### config.mk
export PLATFORM = sky130hd
export DESIGN_NAME = manchester_framer
export DESIGN_NICKNAME = d
export VERILOG_FILES = /design/src/rtl/manchester_pkg.sv /design/src/rtl/manchester_axis_reg.sv /design/src/rtl/manchester_framer.sv
export SDC_FILE = /design/constraint.sdc
export NUM_CORES = 1
export LEC_CHECK = 0
export ABC_AREA = 1
export BUFFER_PORTS_ARGS = -buffer_cell sky130_fd_sc_hd__buf_2
export CAP_MARGIN = 5
export CORE_UTILIZATION = 40
export DETAILED_ROUTE_END_ITERATION = 10
export GPL_ROUTABILITY_DRIVEN = 1
export GPL_TIMING_DRIVEN = 1
export PLACE_DENSITY = 0.73
export SETUP_SLACK_MARGIN = 0.3
export SLEW_MARGIN = 20
export SYNTH_ARGS = -nofsm -noshare
export SYNTH_HDL_FRONTEND = slang
export SYNTH_HIERARCHICAL = 1
export SYNTH_SLANG_ARGS = --single-unit
### constraint.sdc
create_clock -name aclk -period 2.2 [get_ports aclk]
set_input_delay 0.44 -clock aclk [delete_from_list [all_inputs] [get_ports aclk]]
set_output_delay 0.44 -clock aclk [all_outputs]
set_load 0.01 [all_outputs]
### src/rtl/manchester_pkg.sv
// -----------------------------------------------------------------------------
// manchester_pkg
// Shared definitions for the Manchester line-coding blocks (escape stage,
// framer, serializer).
//   framer_state_e      : framer FSM states
//   *_SYMBOL_DEF        : default line symbols; ESCAPE_SYMBOL_DEF is the
//                         escape stage's escape byte
//   cnt_width()         : width of a counter that must reach max(a, b)
// -----------------------------------------------------------------------------
package manchester_pkg;

    typedef enum logic [2:0] {
        IDLE     = 3'd0,
        PREAMBLE = 3'd1,
        SFD      = 3'd2,
        PAYLOAD  = 3'd3,
        GAP      = 3'd4
    } framer_state_e;

    localparam logic [7:0] PREAMBLE_SYMBOL_DEF = 8'h55;
    localparam logic [7:0] SFD_SYMBOL_DEF      = 8'hD5;
    localparam logic [7:0] ESCAPE_SYMBOL_DEF   = 8'hE5;

    function automatic int cnt_width(input int a, input int b);
        return $clog2(((a > b) ? a : b) + 1);
    endfunction

endpackage

### src/rtl/manchester_axis_reg.sv
// -----------------------------------------------------------------------------
// manchester_axis_reg
// Registered AXI-Stream output stage. The whole beat (valid/data/last) is
// replaced only when adv is high; otherwise it holds, which keeps the beat
// stable while the sink back-pressures.
// Ports:
//   aclk, aresetn        : clock, asynchronous active-low reset
//   adv                  : load enable (caller computes !valid || ready)
//   load_valid/data/last : next beat to present
//   valid/data/last      : registered beat driven onto the stream
// -----------------------------------------------------------------------------
module manchester_axis_reg #(
    parameter int DATA_WIDTH = 8
) (
    input  logic                  aclk,
    input  logic                  aresetn,
    input  logic                  adv,
    input  logic                  load_valid,
    input  logic [DATA_WIDTH-1:0] load_data,
    input  logic                  load_last,
    output logic                  valid,
    output logic [DATA_WIDTH-1:0] data,
    output logic                  last
);

    logic                  valid_q, valid_d;
    logic [DATA_WIDTH-1:0] data_q,  data_d;
    logic                  last_q,  last_d;

    always_comb begin
        valid_d = valid_q;
        data_d  = data_q;
        last_d  = last_q;
        if (adv) begin
            valid_d = load_valid;
            data_d  = load_data;
            last_d  = load_last;
        end
    end

    always_ff @(posedge aclk or negedge aresetn) begin
        if (!aresetn) begin
            valid_q <= 1'b0;
            data_q  <= '0;
            last_q  <= 1'b0;
        end else begin
            valid_q <= valid_d;
            data_q  <= data_d;
            last_q  <= last_d;
        end
    end

    assign valid = valid_q;
    assign data  = data_q;
    assign last  = last_q;

endmodule

### src/rtl/manchester_framer.sv
// -----------------------------------------------------------------------------
// manchester_framer
// Wraps each escaped payload frame with PREAMBLE_LEN preamble bytes and one
// SFD byte, passes the payload through unchanged and inserts GAP_LEN idle
// cycles after every frame.
// Ports:
//   aclk, aresetn          : clock, asynchronous active-low reset
//   s_axis_*               : escaped payload stream (tdata/tvalid/tready/tlast)
//   m_axis_*               : framed stream to the serializer
//   frame_count            : frames completed on m_axis (only when
//                            MANCHESTER_FRAMER_FRAME_CNT_EN is defined)
// Handshake: a beat moves when tvalid && tready at a rising clock edge; once
// m_axis_tvalid is high, tvalid/tdata/tlast hold until m_axis_tready is seen.
// Optional feature macro: MANCHESTER_FRAMER_FRAME_CNT_EN.
// -----------------------------------------------------------------------------
module manchester_framer
    import manchester_pkg::*;
#(
    parameter int                    DATA_WIDTH      = 8,
    parameter int                    PREAMBLE_LEN    = 7,
    parameter logic [DATA_WIDTH-1:0] PREAMBLE_SYMBOL = DATA_WIDTH'(PREAMBLE_SYMBOL_DEF),
    parameter logic [DATA_WIDTH-1:0] SFD_SYMBOL      = DATA_WIDTH'(SFD_SYMBOL_DEF),
    parameter int                    GAP_LEN         = 4
) (
    input  logic                  aclk,
    input  logic                  aresetn,
    input  logic [DATA_WIDTH-1:0] s_axis_tdata,
    input  logic                  s_axis_tvalid,
    output logic                  s_axis_tready,
    input  logic                  s_axis_tlast,
    output logic [DATA_WIDTH-1:0] m_axis_tdata,
    output logic                  m_axis_tvalid,
    input  logic                  m_axis_tready,
    output logic                  m_axis_tlast
`ifdef MANCHESTER_FRAMER_FRAME_CNT_EN
    ,
    output logic [31:0]           frame_count
`endif
);

    localparam int CNT_W = cnt_width(PREAMBLE_LEN, GAP_LEN);
    localparam logic [CNT_W-1:0] PRE_LAST = CNT_W'(PREAMBLE_LEN);
    localparam logic [CNT_W-1:0] GAP_LAST = (GAP_LEN > 0) ? CNT_W'(GAP_LEN - 1) : '0;
    localparam logic [CNT_W-1:0] CNT_ONE  = CNT_W'(1);

    framer_state_e         state_q, state_d;
    logic [CNT_W-1:0]      cnt_q, cnt_d;

    logic                  adv;
    logic                  src_ready;
    logic                  ld_valid;
    logic [DATA_WIDTH-1:0] ld_data;
    logic                  ld_last;

    // The output register may take a new beat when it is empty or its
    // current beat is being accepted this cycle.
    assign adv = !m_axis_tvalid || m_axis_tready;

    always_comb begin
        state_d   = state_q;
        cnt_d     = cnt_q;
        src_ready = 1'b0;
        ld_valid  = 1'b0;
        ld_data   = '0;
        ld_last   = 1'b0;

        unique case (state_q)
            IDLE: begin
                // The waiting payload byte only triggers the preamble; it is
                // not consumed here.
                if (adv && s_axis_tvalid) begin
                    ld_valid = 1'b1;
                    ld_data  = PREAMBLE_SYMBOL;
                    cnt_d    = CNT_ONE;
                    state_d  = PREAMBLE;
                end
            end

            PREAMBLE: begin
                if (adv) begin
                    ld_valid = 1'b1;
                    if (cnt_q < PRE_LAST) begin
                        ld_data = PREAMBLE_SYMBOL;
                        cnt_d   = cnt_q + CNT_ONE;
                    end else begin
                        ld_data = SFD_SYMBOL;
                        state_d = SFD;
                    end
                end
            end

            // While the SFD sits in the output register the first payload
            // byte may already be taken, so SFD and payload run back to back.
            // With no source byte the register loads a bubble instead.
            SFD, PAYLOAD: begin
                src_ready = adv;
                if (adv) begin
                    state_d = PAYLOAD;
                    if (s_axis_tvalid) begin
                        ld_valid = 1'b1;
                        ld_data  = s_axis_tdata;
                        ld_last  = s_axis_tlast;
                        if (s_axis_tlast) begin
                            cnt_d   = '0;
                            state_d = (GAP_LEN == 0) ? IDLE : GAP;
                        end
                    end
                end
            end

            // adv stays low while the tlast byte is still held, so the count
            // only starts with the cycle that byte transfers; afterwards the
            // register is empty and every cycle counts.
            GAP: begin
                if (adv) begin
                    if (cnt_q == GAP_LAST) begin
                        cnt_d   = '0;
                        state_d = IDLE;
                    end else begin
                        cnt_d = cnt_q + CNT_ONE;
                    end
                end
            end

            default: begin
                state_d = IDLE;
                cnt_d   = '0;
            end
        endcase
    end

    always_ff @(posedge aclk or negedge aresetn) begin
        if (!aresetn) begin
            state_q <= IDLE;
            cnt_q   <= '0;
        end else begin
            state_q <= state_d;
            cnt_q   <= cnt_d;
        end
    end

    assign s_axis_tready = src_ready;

    manchester_axis_reg #(
        .DATA_WIDTH (DATA_WIDTH)
    ) u_out_reg (
        .aclk       (aclk),
        .aresetn    (aresetn),
        .adv        (adv),
        .load_valid (ld_valid),
        .load_data  (ld_data),
        .load_last  (ld_last),
        .valid      (m_axis_tvalid),
        .data       (m_axis_tdata),
        .last       (m_axis_tlast)
    );

`ifdef MANCHESTER_FRAMER_FRAME_CNT_EN
    logic [31:0] frame_count_q, frame_count_d;

    // Wraps naturally from 32'hFFFF_FFFF to 0.
    always_comb begin
        frame_count_d = frame_count_q;
        if (m_axis_tvalid && m_axis_tready && m_axis_tlast) begin
            frame_count_d = frame_count_q + 32'd1;
        end
    end

    always_ff @(posedge aclk or negedge aresetn) begin
        if (!aresetn) begin
            frame_count_q <= '0;
        end else begin
            frame_count_q <= frame_count_d;
        end
    end

    assign frame_count = frame_count_q;
`endif

endmodule

[Yosys cells after proc, flatten, opt, wreduce, memory -nomap -nowiden]
Index checks and enable logic that the tools add are counted.
Storage, ports and cells
  bits in registers: 16
  latch bits: 0
  memory bits (writable): 0
  memory bits (read-only): 0
  bits of input ports: 13
  memories: 0
Cells by class
  add/subtract/negate cells: 1
  multipliers: 0
  divide/modulo/power cells: 0
  $lt $le $gt $ge: 1
  eq/ne operators: 14
  shift operators: 0
  muxes and demuxes: 27
  bitwise logic cells: 0
  reduce and logical (&&, ||, !) cells: 7
Operator list (number)
  two-way mux 3 bit: 15
  one-hot mux 3 bit (4 select lines): 2
  one-hot mux 8 bit (3 select lines): 1
  inequality test 2 bit, second input constant: 9
  two-way mux 8 bit: 2
  == test 3 x 2 -> 1 bit, second input constant: 3
  two-way mux 7 bit: 1
  AND reduction 7 bit: 1
  AND reduction 6 bit: 1
  two-way mux 1 bit: 5
  adder 3 x 1 -> 3 bit, second input constant: 1
  == test 3 x 1 -> 1 bit, second input constant: 1
  == test 3 bit, second input constant: 1
  logical NOT 3 bit: 1
  < comparator 3 bit, second input constant: 1
  one-hot mux 1 bit (3 select lines): 1
  OR reduction 2 bit: 1
  logical AND 1 bit: 1
  logical NOT 1 bit: 1
  logical OR 1 bit: 1

[Depth between registers and ports, before layout]
  depth after elaboration: 5
  depth in mapped cells: 9
  mapped depth without buffers: 9

[Cells and area by module]
The synthesis kept the hierarchy.
Modules (own cells, without submodules)
  manchester_framer: instances 1, cells each 96, area an instance 611.8 um^2
  manchester_axis_reg: instances 1, cells each 42, area an instance 377.9 um^2

[Worst setup path after synthesis]
Ideal clock, no wire load.
  path kind: reg-to-reg
  from: register cnt_q[0]
  to: register cnt_q[1]
  library setup time: 65 ps
  data arrival time: 1144 ps
  required time: 2135 ps
  slack: 991 ps
  cell stages (with the launch flop): 8
  buffers on the path: 0
  clock period less this slack: 1209 ps
  path through: dfrtp_1 > ha_1 > ha_1 > inv_1 > nand2_1 > o21ai_0 > nand3_1 > nand2_1
On the way
  word-level cells in the longest chain between the ends: 4
  elaborated cells on any way between the ends: 10
  classes of those cells: add/sub (1); order compare (1); eq/ne (2); mux (5); reduce/logical (1)
RTL lines
  start: declaration: RTL line manchester_framer.sv:47  | logic [CNT_W-1:0] cnt_q, cnt_d;
  start signal: assignment: RTL line manchester_framer.sv:138  | cnt_q <= cnt_d;
  adder 3 x 1 -> 3 bit or == test 3 x 2 -> 1 bit (tied branches): RTL line manchester_framer.sv:84, manchester_framer.sv:120, manchester_framer.sv:116
  two-way mux 3 bit (on tied branches): RTL line manchester_framer.sv:116, manchester_framer.sv:82
  two-way mux 3 bit (on tied branches): RTL line manchester_framer.sv:115, manchester_framer.sv:80
  one-hot mux 3 bit (4 select lines): RTL line manchester_framer.sv:67  | unique case (state_q)
Parallel ways exist; a longest one is shown, timed or not. The select of a mux whose other input is x is not followed.
A chain may end at the register's enable or synchronous reset.

[Worst setup path after layout]
  from: register state_q[2]
  to: output port s_axis_tready
On the way
  word-level cells in the longest chain between the ends: 3
  elaborated cells on any way between the ends: 4
  classes of those cells: eq/ne (2); mux (1); reduce/logical (1)
RTL lines
  start: declaration: RTL line manchester_framer.sv:46  | framer_state_e state_q, state_d;
  start signal: assignment: RTL line manchester_framer.sv:137  | state_q <= state_d;
  == test 3 x 2 -> 1 bit: RTL line manchester_framer.sv:67
  OR reduction 2 bit *: RTL line manchester_framer.sv:67
  two-way mux 1 bit *: RTL line manchester_framer.sv:67
  end: declaration: RTL line manchester_framer.sv:29  | output logic s_axis_tready,
Every way passes the cells marked *; elsewhere a longest branch is shown, timed or not.

==> results.md <==
- Outcome: completed
- CTS Root Buffer Type: clkbuf_4
- Clock Power Share: 13.5%
- Worst setup path category: reg2out
- # rows: 17
- Share of cells above drive strength 1: 31.1%
- Comb power frac: 53.1%
- Vias in the first global route: 866
- Setup TNS: 0 ns
- Lkg Pwr: 0.700 nW
- Min Tclk post-route: 1.69 ns
- Arr. time, crit path: 1.25 ns
- Synth Net Count: 154
- Avg Vias per Cell: 4.76
- Final slew viol count: 0
- Drt wl/cell: 10.6 um
- DP Wirelength: 1.57 mm
- Crit path launch type: register
- Worst EP required: 1.76 ns
- CTS-repair resized insts: 0
- Largest net degree at the start of global routing: 17
- Mapped Cells: 138
- Crit path cell chain: inv_2 > nand2_4 > nor2_2 > buf_2
- Max-cap violations: 0
- Crit. End Element: output pin
- First-pass DRT Iterations: 4
- Synthesized area: 990 sq um
- Clock-pin slew on the worst setup and hold paths: 0.10 ns
- CTS tree: built
- Final ANT Viol Nets: 0
- Tightest Pin Transition: 0.373 ns
- TritonCTS buffer count: 3
- Post-synthesis sequential element count: 16
- Clk buf depth: 2
- Max Fclk: 590 MHz
- Critical-path top delay cell: dfrtp_1
- Setup-failing EPs final: 0
- Max transition margin: 75.2%
- Hold_buf cts: 0
- Register area share after synthesis: 40.5%
- VDD IR-drop max: 748 uV
- Global-route wire length before repair: 3.55 mm
- RSZ-0062 raised after global routing: no
- Crit path largest cell delay: 0.47 ns
- GRT overflow: 0
- Clk_skew: 0.00775 ns
- Initial antenna violation count: 0
- ANT cells: 0
- Post-layout nets: 181
- Post-synth EDFFs: 0
- Ranking of synthesized cells by area: dfrtp_1 40%, nand2_1 21%, nand3_1 6.6%, inv_1 4.6%, nand2_2 4.4%
- Highest net fanout along the worst path: 6
- Sequential Power Share: 33.5%
- DR DRC count: 0
- Switch Pwr: 0.696 mW
- Initial Utilization: 43.5%
- Tcrit/Tclk final: 77.0%
- Worst Hold Class: in2async
- Post-CTS Setup Repair Bufs: 0
- Total Wirelength: 2.03 mm
- Cell family with most CP delay: flip-flops
- Reg-to-reg setup timing slack: 0.81 ns
- Tot GR Track Use: 18.4%
- Synth top cells by count: 55 x nand2_1, 16 x dfrtp_1, 13 x nand3_1
- Routed via count: 914
- GPL Wtd Cong: 0.885
- Initial drt markers: 22
- Die Y: 51.7 um
- Syn avg cell area: 7.17 sq um
- Yosys warns: 6
- Buf/Inv on CP: 2
- Clk_lat worst skew: 0.29 ns
- Clock sinks: 16
- P per Cell Area: 1270 nW/um^2
- Die X: 51.7 um
- Async SR Flop Fraction: 100%
- Area share of the largest cell type after synthesis: 40.5%
- Pint: 0.780 mW
- Hold Slack: 0.0475 ns
- PortBufs: 23
- Sw Ratio: 47.2%
- H-Tree Level Count: 1
- Final Hold Fails: 0
- Most frequently used flop master after synthesis: dfrtp_1
- Layout area overhead: 17.7%
- Distinct cell type count after synthesis: 18
- Ports: 24
- Core area: 2280 sq um
- Cell taking the most area after synthesis: dfrtp_1
- Setup ws final: 0.505 ns
- Total Die Area: 2680 sq um
- Place WS: 0.713 ns
- Most common cell in the netlist: nand2_1
-- per-layer routing --
layer | global-route usage [%] | share of wire [%] | vias to the layer above
met4 | 8.11 | 0.34 | 0
met1 | 21.9 | 44 | 400
met3 | 3.51 | 6.2 | 2
li1 | - | - | 474
met2 | 31.8 | 49 | 38
met5 | 0 | 0 | -
-- final timing paths --
path,cells after the start,to,startpoint
worst min-delay path,1,state_q[2]$_DFFE_PN0P_,aresetn
worst min register to register,2,u_out_reg/last$_DFFE_PN0P_,u_out_reg/last$_DFFE_PN0P_
min in group aclk,4,state_q[1]$_DFFE_PN0P_,m_axis_tready
max in group asynchronous,1,cnt_q[0]$_DFFE_PN0P_,aresetn
worst max register to register,7,u_out_reg/data[6]$_DFFE_PN0P_,state_q[1]$_DFFE_PN0P_
worst max-delay path,4,s_axis_tready,state_q[2]$_DFFE_PN0P_
-- state kept, by name (all words and copies together), names as in the netlist --
register         flops
u_out_reg/last       1
cnt_q                3
u_out_reg/data       8
state_q              3
u_out_reg/valid      1
-- through the flow --
step	util, %	instances	power [mW]	cell area [sq um]
3_5_place_dp	49.6	188	1.28	1130
3_3_place_gp	49.6	188	1.25	1130
6_report	51.2	192	1.48	1160
5_1_grt	51.2	192	1.62	1160
2_1_floorplan	-	138	1.08	990
4_1_cts	51.2	192	1.48	1160
-- worst reg2reg max path, cell delays in order (launching register included) --
cell and delay [ns]:
dfrtp_1 0.46, nor2_2 0.26, nand2_1 0.15, nor2_1 0.16
a21oi_2 0.07, o21ai_1 0.10, nand2_1 0.07, nand2_1 0.08
-- cells in the final DEF, fill, tap and decap left out, drive strengths merged --
| cell | count |
|---|---|
| a21oi | 1 |
| buf | 23 |
| clkbuf | 4 |
| dfrtp | 16 |
| ha | 3 |
| inv | 19 |
| nand2 | 64 |
| nand3 | 13 |
| nand4 | 1 |
| nor2 | 13 |
| o21ai | 6 |
| o31ai | 1 |
-- layout make-up --
| class | count | area [sq um] |
|---|---|---|
| repair buffers | 23 | 115 |
| fillers | 231 | 1110 |
| well taps | 28 | 35.0 |
| inverters | 19 | 73.8 |
| multi-input cells | 102 | 504 |
| clock buffers | 4 | 36.3 |
| flip-flops and latches | 16 | 400 |
-- kinds of logic (layout without fill, tap and decap cells) --
| logic type | Yosys count | in the layout | synth area share, % |
|---|---|---|---|
| DFF | 16 | 16 | 40.5 |
| adders and majority gates | 3 | 3 | 3.79 |
| and+or+nand+nor | 91 | 91 | 42.5 |
| buffers and inverters | 20 | 46 | 8.60 |
| AOI/OAI and AO/OA | 8 | 8 | 4.68 |
-- power by group through the flow --
stage	Combinational (mW)	Sequential (mW)	Clock, mW
global placement	0.757	0.495	0
global route	0.890	0.510	0.222
floorplan	0.573	0.510	0
detailed placement	0.779	0.496	0
CTS	0.785	0.494	0.205
finish	0.783	0.494	0.199
(Power assumes the default switching activity.)
